===== src/rtl/p_deser.sv =====
// rtl/p_deser.sv - accepts one word per valid/ready handshake and assembles NB_OUTS words into a bundle
module p_deser #(
  parameter int BUS_WIDTH = 4,
  parameter int NB_OUTS   = 3
) (
  input  logic                           clk,
  input  logic                           rst_n,
  input  logic [BUS_WIDTH-1:0]           in_bus,
  input  logic                           in_valid,
  output logic                           in_ready,
  input  logic                           flush,
  output logic [BUS_WIDTH-1:0]           out_buses [NB_OUTS-1:0],
  output logic [$clog2(NB_OUTS+1)-1:0]   out_count,
  output logic                           out_valid,
  input  logic                           out_ready
);
  localparam int IW = $clog2(NB_OUTS);
  localparam int CW = $clog2(NB_OUTS+1);

  typedef enum logic {S_FILL, S_FULL} state_t;

  state_t               r_state;
  logic [IW-1:0]        r_idx;
  logic [BUS_WIDTH-1:0] r_bus [NB_OUTS-1:0];
  logic [CW-1:0]        r_count;
  logic                 r_valid;
  logic                 w_last;

  assign w_last    = (r_idx == IW'(NB_OUTS-1));
  assign in_ready  = (r_state == S_FILL);
  assign out_buses = r_bus;
  assign out_count = r_count;
  assign out_valid = r_valid;

  always_ff @(posedge clk or negedge rst_n) begin
    if (!rst_n) begin
      r_state <= S_FILL;
      r_idx   <= '0;
      r_count <= '0;
      r_valid <= 1'b0;
      for (int i = 0; i < NB_OUTS; i++) r_bus[i] <= '0;
    end else begin
      case (r_state)
        S_FILL: begin
          if (in_valid) begin
            r_bus[r_idx] <= in_bus;
            r_count      <= r_count + CW'(1);
            r_idx        <= w_last ? '0 : r_idx + IW'(1);
          end
          // flush qualifies on the count including a same-cycle accept
          if ((in_valid && w_last) || (flush && (in_valid || r_count != '0))) begin
            r_state <= S_FULL;
            r_valid <= 1'b1;
            r_idx   <= '0;
          end
        end
        S_FULL: begin
          if (out_ready) begin
            r_state <= S_FILL;
            r_valid <= 1'b0;
            r_count <= '0;
            r_idx   <= '0;
            for (int i = 0; i < NB_OUTS; i++) r_bus[i] <= '0;
          end
        end
        default: r_state <= S_FILL;
      endcase
    end
  end
endmodule


===== config.mk =====
export PLATFORM = sky130hd
export DESIGN_NAME = p_deser
export DESIGN_NICKNAME = d
export VERILOG_FILES = /design/src/rtl/p_deser.sv
export SDC_FILE = /design/constraint.sdc
export NUM_CORES = 1
export LEC_CHECK = 0
export BUFFER_PORTS_ARGS = -buffer_cell sky130_fd_sc_hd__buf_2
export CORE_MARGIN = 1
export CORE_UTILIZATION = 40
export DETAILED_ROUTE_END_ITERATION = 7
export RECOVER_POWER = 50
export SETUP_SLACK_MARGIN = 0.3
export SLEW_MARGIN = 5
export SYNTH_ARGS = -nofsm -noshare
export SYNTH_HDL_FRONTEND = slang
export SYNTH_SLANG_ARGS = --single-unit

===== constraint.sdc =====
create_clock -name clk -period 3.8 [get_ports clk]
set_clock_uncertainty 0.15 [all_clocks]
set_input_delay 0.38 -clock clk [delete_from_list [all_inputs] [get_ports clk]]
set_output_delay 0.38 -clock clk [all_outputs]
set_load 0.01 [all_outputs]

==> flow_metrics.py, run 1 <==
metrics = {
    "status": {
        "status": "finished clean",
    },
    "routing": {
        "antenna_left": 0,
        "firstDrtPassIters": 4,
        "wirelength_mm": 1.73,
        "routed_via_count": 695,
        "vias_per_cell": 5.07,
        "detail_route.wl_per_cell_um": 12.6,
        "remaining_drc_errors": 0,
        "drt_iter0_markers": 20,
    },
    "critical_path": {
        "cp.required_ns": 3.87,
        "critPathMaxFanout": 18,
        "r2r.worst_path.cells": 3,
        "worst_path_largest_cell_delay_ns": 0.87,
        "timing.critical_path.slowest_stage_cell": "nor2b_1",
        "crit_buf_inv": 0,
        "worst_ep_arrival_time_ns": 2.23,
        "crit_chain": "nor2b_1 > o21ai_0 > a21oi_1",
        "timing_worst_setup_path_type": "flip-flop to flip-flop",
        "cp_top_family": "simple AND/OR/NAND/NOR gates",
        "reg2reg_slack_ns": 1.65,
        "worst_setup_path_end_kind": "flip-flop",
        "startpoint_type": "flip-flop",
        "timing.critical_path.depth": 3,
    },
    "synthesis": {
        "synthTopCellsByArea": "dfrtp_1 (50%), mux2i_1 (15%), o21ai_0 (7.3%)",
        "synth_edf_count": 0,
        "ys_ff_latch": 18,
        "post-synth-top-area-fraction": 0.505,
        "postSynthNetCount": 96,
        "synth_top_flop_cell": "dfrtp_1",
        "synth.largest_area_cell": "dfrtp_1",
        "fraction_of_registers_with_async_set_reset": 1.00,
        "synth.top_cells.by_count": "dfrtp_1 (18), nand2_1 (16), mux2i_1 (13), o21ai_0 (13)",
        "most_common_cell_in_the_netlist": "dfrtp_1",
        "synthesis.instances": 86,
        "ys_seq_area_frac": 0.505,
        "syn_area_um2": 892,
        "synth_warnings": 0,
        "synth_cell_types": 22,
        "syn_avg_cell_area_um2": 10.4,
    },
    "power": {
        "intPower_mw": 0.433,
        "power.switching_mw": 0.278,
        "share_seq_of_total_power": 0.469,
        "share_comb_of_total_power": 0.367,
        "ir_drop_v": 0.000361,
        "p_leak_nw": 0.531,
        "power.density_cell_area_nw_per_um2": 678,
        "power.clock.fraction": 0.164,
        "p_sw_frac": 0.391,
    },
    "place": {
        "dpl_cell_area_um2": 1010,
        "dp.final_hpwl_mm": 1.25,
        "globalplace.congestion": 0.731,
        "io_buffers": 24,
        "pre_cts_slack_ns": 1.66,
    },
    "cts": {
        "clk_latency_ns": 0.29,
        "ctsHtreeMaxLevel": 1,
        "post_cts.resized_instances": 0,
        "cts-root-to-sink-buffers": 2,
        "path_clk_slew_ns": 0.10,
        "total_setup_buffers_inserted_after_cts": 0,
        "post_cts_hold_buffer_count": 1,
        "clock-root-buffer": "clkbuf_4",
        "cts_tree": "built",
        "cts_inserted_buffers": 3,
        "clock_sinks": 18,
    },
    "cells_and_area": {
        "final_layout_size_suffix_gt1_frac": 0.218,
        "final_design_area_no_fill_um2": 1050,
        "fillCellCount": 192,
        "layout.core_utilization": 0.519,
        "antenna_cells_inserted": 0,
        "register_area_um2": 450,
        "synthToLayoutAreaGrowth_pct": 17.5,
        "design.final.nets": 121,
        "multiInputGateArea_um2": 398,
    },
    "timing": {
        "final_count_of_hold_timing_violations": 0,
        "final.setup.tns_ns": 0,
        "transition_time_of_the_tightest_slew_check_pin_ns": 1.01,
        "slew-limit-headroom": 0.326,
        "hold-worst-slack_ns": 0.234,
        "final-max-slew-violation-count": 0,
        "final_ws_setup_ns": 1.65,
        "endpoints_failing_setup": 0,
        "clock.fmax_mhz": 464,
        "layout_worst_path_cycle_share": 0.567,
        "unrepaired_setup_endpoints_after_global_routing": "false",
        "post-route-min-period_ns": 2.15,
    },
    "die": {
        "io-pin-count": 25,
        "chipHeight_um": 49.2,
        "core_um2": 2020,
        "dieArea_um2": 2420,
        "floorplan.initialDensity": 0.441,
        "rows": 16,
        "die_x_um": 49.2,
    },
    "global_route": {
        "largest_net_degree_at_the_start_of_global_routing": 19,
        "grt_pass1_wl_mm": 2.92,
        "first_global_vias": 681,
        "grt-ovfl-total": 0,
        "grt_util_all_layers": 0.157,
        "initial_antenna_violation_count": 0,
    },
    "flow_run": {
        "max_cap_viols": 0,
    },
    "hold_path": {
        "worstHoldPathCells": 3,
        "hold_class": "primary input to flip-flop",
    },
}
-- state kept, by name, summed over array words and instances, names as in the netlist --
signal     flops
r_state        1
out_buses     12
out_valid      1
r_idx          2
out_count      2
-- worst paths after layout --
path | endpoint | from
setup / recovery | r_idx[1]$_DFFE_PN0P_ | r_state$_DFF_PN0_
hold / removal | out_valid$_DFFE_PN0P_ | out_ready
setup reg to reg | r_idx[1]$_DFFE_PN0P_ | r_state$_DFF_PN0_
hold reg to reg | out_valid$_DFFE_PN0P_ | out_valid$_DFFE_PN0P_
max in group asynchronous | out_buses[4]$_DFFE_PN0P_ | rst_n
min in group asynchronous | out_count[0]$_DFFE_PN0P_ | rst_n
-- layout by cell type (no fill, tap or decap) --
master,n
dfrtp_1,18
nand2_1,16
buf_2,15
mux2i_1,13
o21ai_0,13
clkbuf_1,9
inv_1,3
o21ai_1,3
clkbuf_4,3
nand2b_1,2
nand3b_2,2
a21oi_1,2
nor4bb_1,1
a31o_2,1
nor2b_1,1
or2_1,1
nor3b_4,1
nor2_1,1
o21ai_2,1
a21o_1,1
ha_1,1
clkbuf_8,1
dlygate4sd3_1,1
-- tightest hold or removal path, cell delays in order --
cell and delay (ns):
buf_2 0.11, nand2_1 0.06, a21o_1 0.10
-- cells by family after synthesis --
group	Yosys count	share of synthesized area
and+or+nand+nor	25	0.157
AOI/OAI and AO/OA	21	0.129
DFF	18	0.505
muxes	13	0.146
buffers and inverters	8	0.0491
adders and majority gates	1	0.0140
-- power by group through the flow --
| stage | Sequential, mW | Clock (mW) | Combinational [mW] |
|---|---|---|---|
| after floorplan | 0.334 | 0 | 0.180 |
| after global placement | 0.333 | 0 | 0.270 |
| after detailed placement | 0.337 | 0 | 0.271 |
| after CTS | 0.332 | 0.123 | 0.275 |
| after global routing | 0.345 | 0.130 | 0.294 |
| final | 0.333 | 0.117 | 0.261 |
-- metal layers --
| metal | global-route usage | share of wire | vias to the layer above |
|---|---|---|---|
| met2 | 0.247 | 0.47 | 21 |
| met1 | 0.208 | 0.48 | 328 |
| li1 | - | - | 346 |
| met4 | 0.0441 | 0 | 0 |
| met3 | 0.0467 | 0.048 | 0 |
| met5 | 0 | 0 | - |
-- final cells by class --
| type | instances | area share |
|---|---|---|
| Clock buffer | 4 | 0.0346 |
| Sequential cell | 18 | 0.430 |
| Inverter | 3 | 0.0107 |
| Multi-Input combinational cell | 60 | 0.379 |
| Timing Repair Buffer | 25 | 0.113 |
| Tap cell | 27 | 0.0322 |
-- through the flow --
step	cells	total power [mW]
floorplan	86	0.514
global placement	132	0.603
detailed placement	132	0.608
CTS	137	0.730
global route	137	0.769
finish	137	0.711
Note: power is estimated with default switching activity, not from simulation.
==> run 2: changes to the inputs <==
--- a/config.mk
+++ b/config.mk
@@ -5,6 +5,7 @@
 export SDC_FILE = /design/constraint.sdc
 export NUM_CORES = 1
 export LEC_CHECK = 0
+export ABC_AREA = 1
 export BUFFER_PORTS_ARGS = -buffer_cell sky130_fd_sc_hd__buf_2
 export CORE_MARGIN = 1
 export CORE_UTILIZATION = 40
==> constraint.sdc (replaced) <==
create_clock -name clk -period 2.1 [get_ports clk]
set_clock_uncertainty 0.15 [all_clocks]
set_input_delay 0.21 -clock clk [delete_from_list [all_inputs] [get_ports clk]]
set_output_delay 0.21 -clock clk [all_outputs]
set_load 0.01 [all_outputs]
==> run 2 against run 1 <==
  * Clock-buffer cell count shrank 1
  * Wire length shrank 3.5%
  * Combinational power up 130%
  * Clock power increased by 43%
  * Largest cell class unchanged
==> flow_metrics.py, run 2 <==
metrics = {
    "status": {
        "status": "finished clean",
    },
    "hold_path": {
        "hold_class": "primary input to flip-flop",
        "hp-start": "in_valid",
    },
    "synthesis": {
        "synthesis.instances": 101,
        "ys_seq_area_frac": 0.518,
        "most_common_cell_in_the_netlist": "nand2_1",
        "synth.top_cells.by_count": "nand2_1 (35), dfrtp_1 (18), inv_1 (11)",
        "post-synth-top-area-fraction": 0.518,
        "synth_warnings": 0,
        "syn_avg_cell_area_um2": 8.61,
        "synth_edf_count": 0,
        "syn_area_um2": 870,
        "ys_ff_latch": 18,
        "fraction_of_registers_with_async_set_reset": 1.00,
        "postSynthNetCount": 111,
        "synthTopCellsByArea": "dfrtp_1 (52%), nand2_1 (15%), nand3_1 (5.2%)",
        "synth.largest_area_cell": "dfrtp_1",
        "synth_top_flop_cell": "dfrtp_1",
        "synth_cell_types": 15,
    },
    "power": {
        "design_power_total_mw": 1.36,
        "power.density_cell_area_nw_per_um2": 1300,
        "p_leak_nw": 0.560,
        "ir_drop_v": 0.000612,
    },
    "timing": {
        "layout_worst_path_cycle_share": 0.736,
        "slew-limit-headroom": 0.349,
        "final.setup.tns_ns": 0,
        "final-max-slew-violation-count": 0,
        "endpoints_failing_setup": 0,
        "transition_time_of_the_tightest_slew_check_pin_ns": 0.976,
        "post-route-min-period_ns": 1.55,
        "final_count_of_hold_timing_violations": 0,
        "final_ws_setup_ns": 0.555,
        "unrepaired_setup_endpoints_after_global_routing": "false",
        "clock.fmax_mhz": 647,
    },
    "die": {
        "dieArea_um2": 2360,
        "die_x_um": 48.6,
        "chipHeight_um": 48.6,
        "floorplan.initialDensity": 0.434,
        "io-pin-count": 25,
        "core_um2": 2000,
        "rows": 16,
    },
    "place": {
        "io_buffers": 24,
        "globalplace.congestion": 0.782,
        "pre_cts_slack_ns": 0.632,
        "dp_cells": 151,
        "dp.final_hpwl_mm": 1.30,
    },
    "cts": {
        "cts_tree": "built",
        "clk_latency_ns": 0.28,
        "clock-root-buffer": "clkbuf_4",
        "path_clk_slew_ns": 0.10,
        "clock_sinks": 18,
        "cts-root-to-sink-buffers": 2,
        "post_cts.resized_instances": 0,
        "cts_inserted_buffers": 3,
        "ctsHtreeMaxLevel": 1,
    },
    "routing": {
        "routed_via_count": 719,
        "remaining_drc_errors": 0,
        "vias_per_cell": 4.61,
        "antenna_left": 0,
        "drt_iter0_markers": 5,
        "firstDrtPassIters": 4,
        "detail_route.wl_per_cell_um": 10.7,
        "wirelength_mm": 1.67,
    },
    "cells_and_area": {
        "antenna_cells_inserted": 0,
        "synthToLayoutAreaGrowth_pct": 20.0,
        "leading_cell_type_in_the_layout_fill_and_taps_excluded": "nand2_1",
        "design.final.nets": 141,
        "largest_reg_flops": 12,
        "finish.cell_count_without_fillers": 156,
        "multiInputGateArea_um2": 355,
        "register_area_um2": 450,
        "final_layout_size_suffix_gt1_frac": 0.225,
        "layout.cells.most_common_list": "nand2_1 (35), dfrtp_1 (18), buf_2 (15)",
        "fillCellCount": 210,
    },
    "global_route": {
        "grt_pass1_wl_mm": 2.88,
        "first_global_vias": 650,
        "grt-ovfl-total": 0,
        "grt_util_all_layers": 0.162,
        "largest_net_degree_at_the_start_of_global_routing": 19,
        "initial_antenna_violation_count": 0,
    },
    "critical_path": {
        "critPathMaxFanout": 9,
        "endpoint": "in_ready",
        "timing_worst_setup_path_type": "flip-flop to output port",
        "critical_path.reg2reg.startpoint": "r_state$_DFF_PN0_",
        "reg2reg_slack_ns": 0.62,
        "cp.required_ns": 1.74,
        "startpoint_type": "flip-flop",
        "worst_setup_path_end_kind": "output port",
        "r2r.worst_path.cells": 5,
        "critical_path.startpoint": "r_state$_DFF_PN0_",
        "worst_ep_arrival_time_ns": 1.19,
        "r2r_end": "out_buses[2]$_DFFE_PN0P_",
    },
    "flow_run": {
        "max_cap_viols": 0,
    },
}
-- run 2: worst max-delay path: stages, from the launching register on --
cell     delay [ns]
dfrtp_1        0.61
inv_2          0.13
buf_2          0.16
-- run 2: through the flow --
step	hold slack, ns	util	cell area (um2)
floorplan	-0.236	-	870
global placement	0.0104	0.506	1010
detailed placement	0.0162	0.506	1010
CTS	0.0550	0.527	1050
global route	0.0595	0.521	1040
finish	0.0631	0.521	1040
-- run 2: cell type report --
cell class	count	area share
Clock buffer	3	0.0216
Timing Repair Buffer	26	0.124
Tap cell	27	0.0324
Sequential cell	18	0.432
Multi-Input combinational cell	68	0.341
Inverter	14	0.0504
-- run 2: layer usage --
metal  part of all wire  vias to the layer above  GRT usage  wire length [um]
li1                   -                      377          -                 -
met1               0.51                      325      0.232               857
met2               0.44                       13      0.229               727
met3              0.038                        4     0.0377                64
met4              0.013                        0     0.0735                21
met5                  0                        -          0                 0
-- run 2: how the worst min path moves through the flow --
stage                                to  cells after the start  slack [ns]
4_1_cts        out_buses[8]$_DFFE_PN0P_                      3        0.06
3_3_place_gp   out_count[1]$_DFFE_PN0P_                      1        0.01
6_report       out_buses[8]$_DFFE_PN0P_                      3        0.06
5_1_grt        out_buses[8]$_DFFE_PN0P_                      3        0.06
2_1_floorplan  out_buses[0]$_DFFE_PN0P_                      0       -0.24
3_5_place_dp   out_count[1]$_DFFE_PN0P_                      1        0.02
-- run 2: kinds of logic (layout without fill, tap and decap cells) --
logic type      Yosys count  count (layout)  share of synthesized area
fa+ha+maj                 1               1                     0.0144
flops                    18              18                      0.518
simple gates             53              53                      0.283
compound gates           14              14                      0.111
buf+inv                  15              43                     0.0734
-- run 2: where the power goes --
group	switching [mW]	internal, mW
clock	0.101	0.0666
combinational	0.391	0.216
sequential	0.107	0.478
total	0.599	0.761
-- run 2: timing repair --
item / in CTS / in global routing
buffers inserted: 0 / 0
endpoints found under the hold margin: 19 / 0
hold buffers: 2 / 0
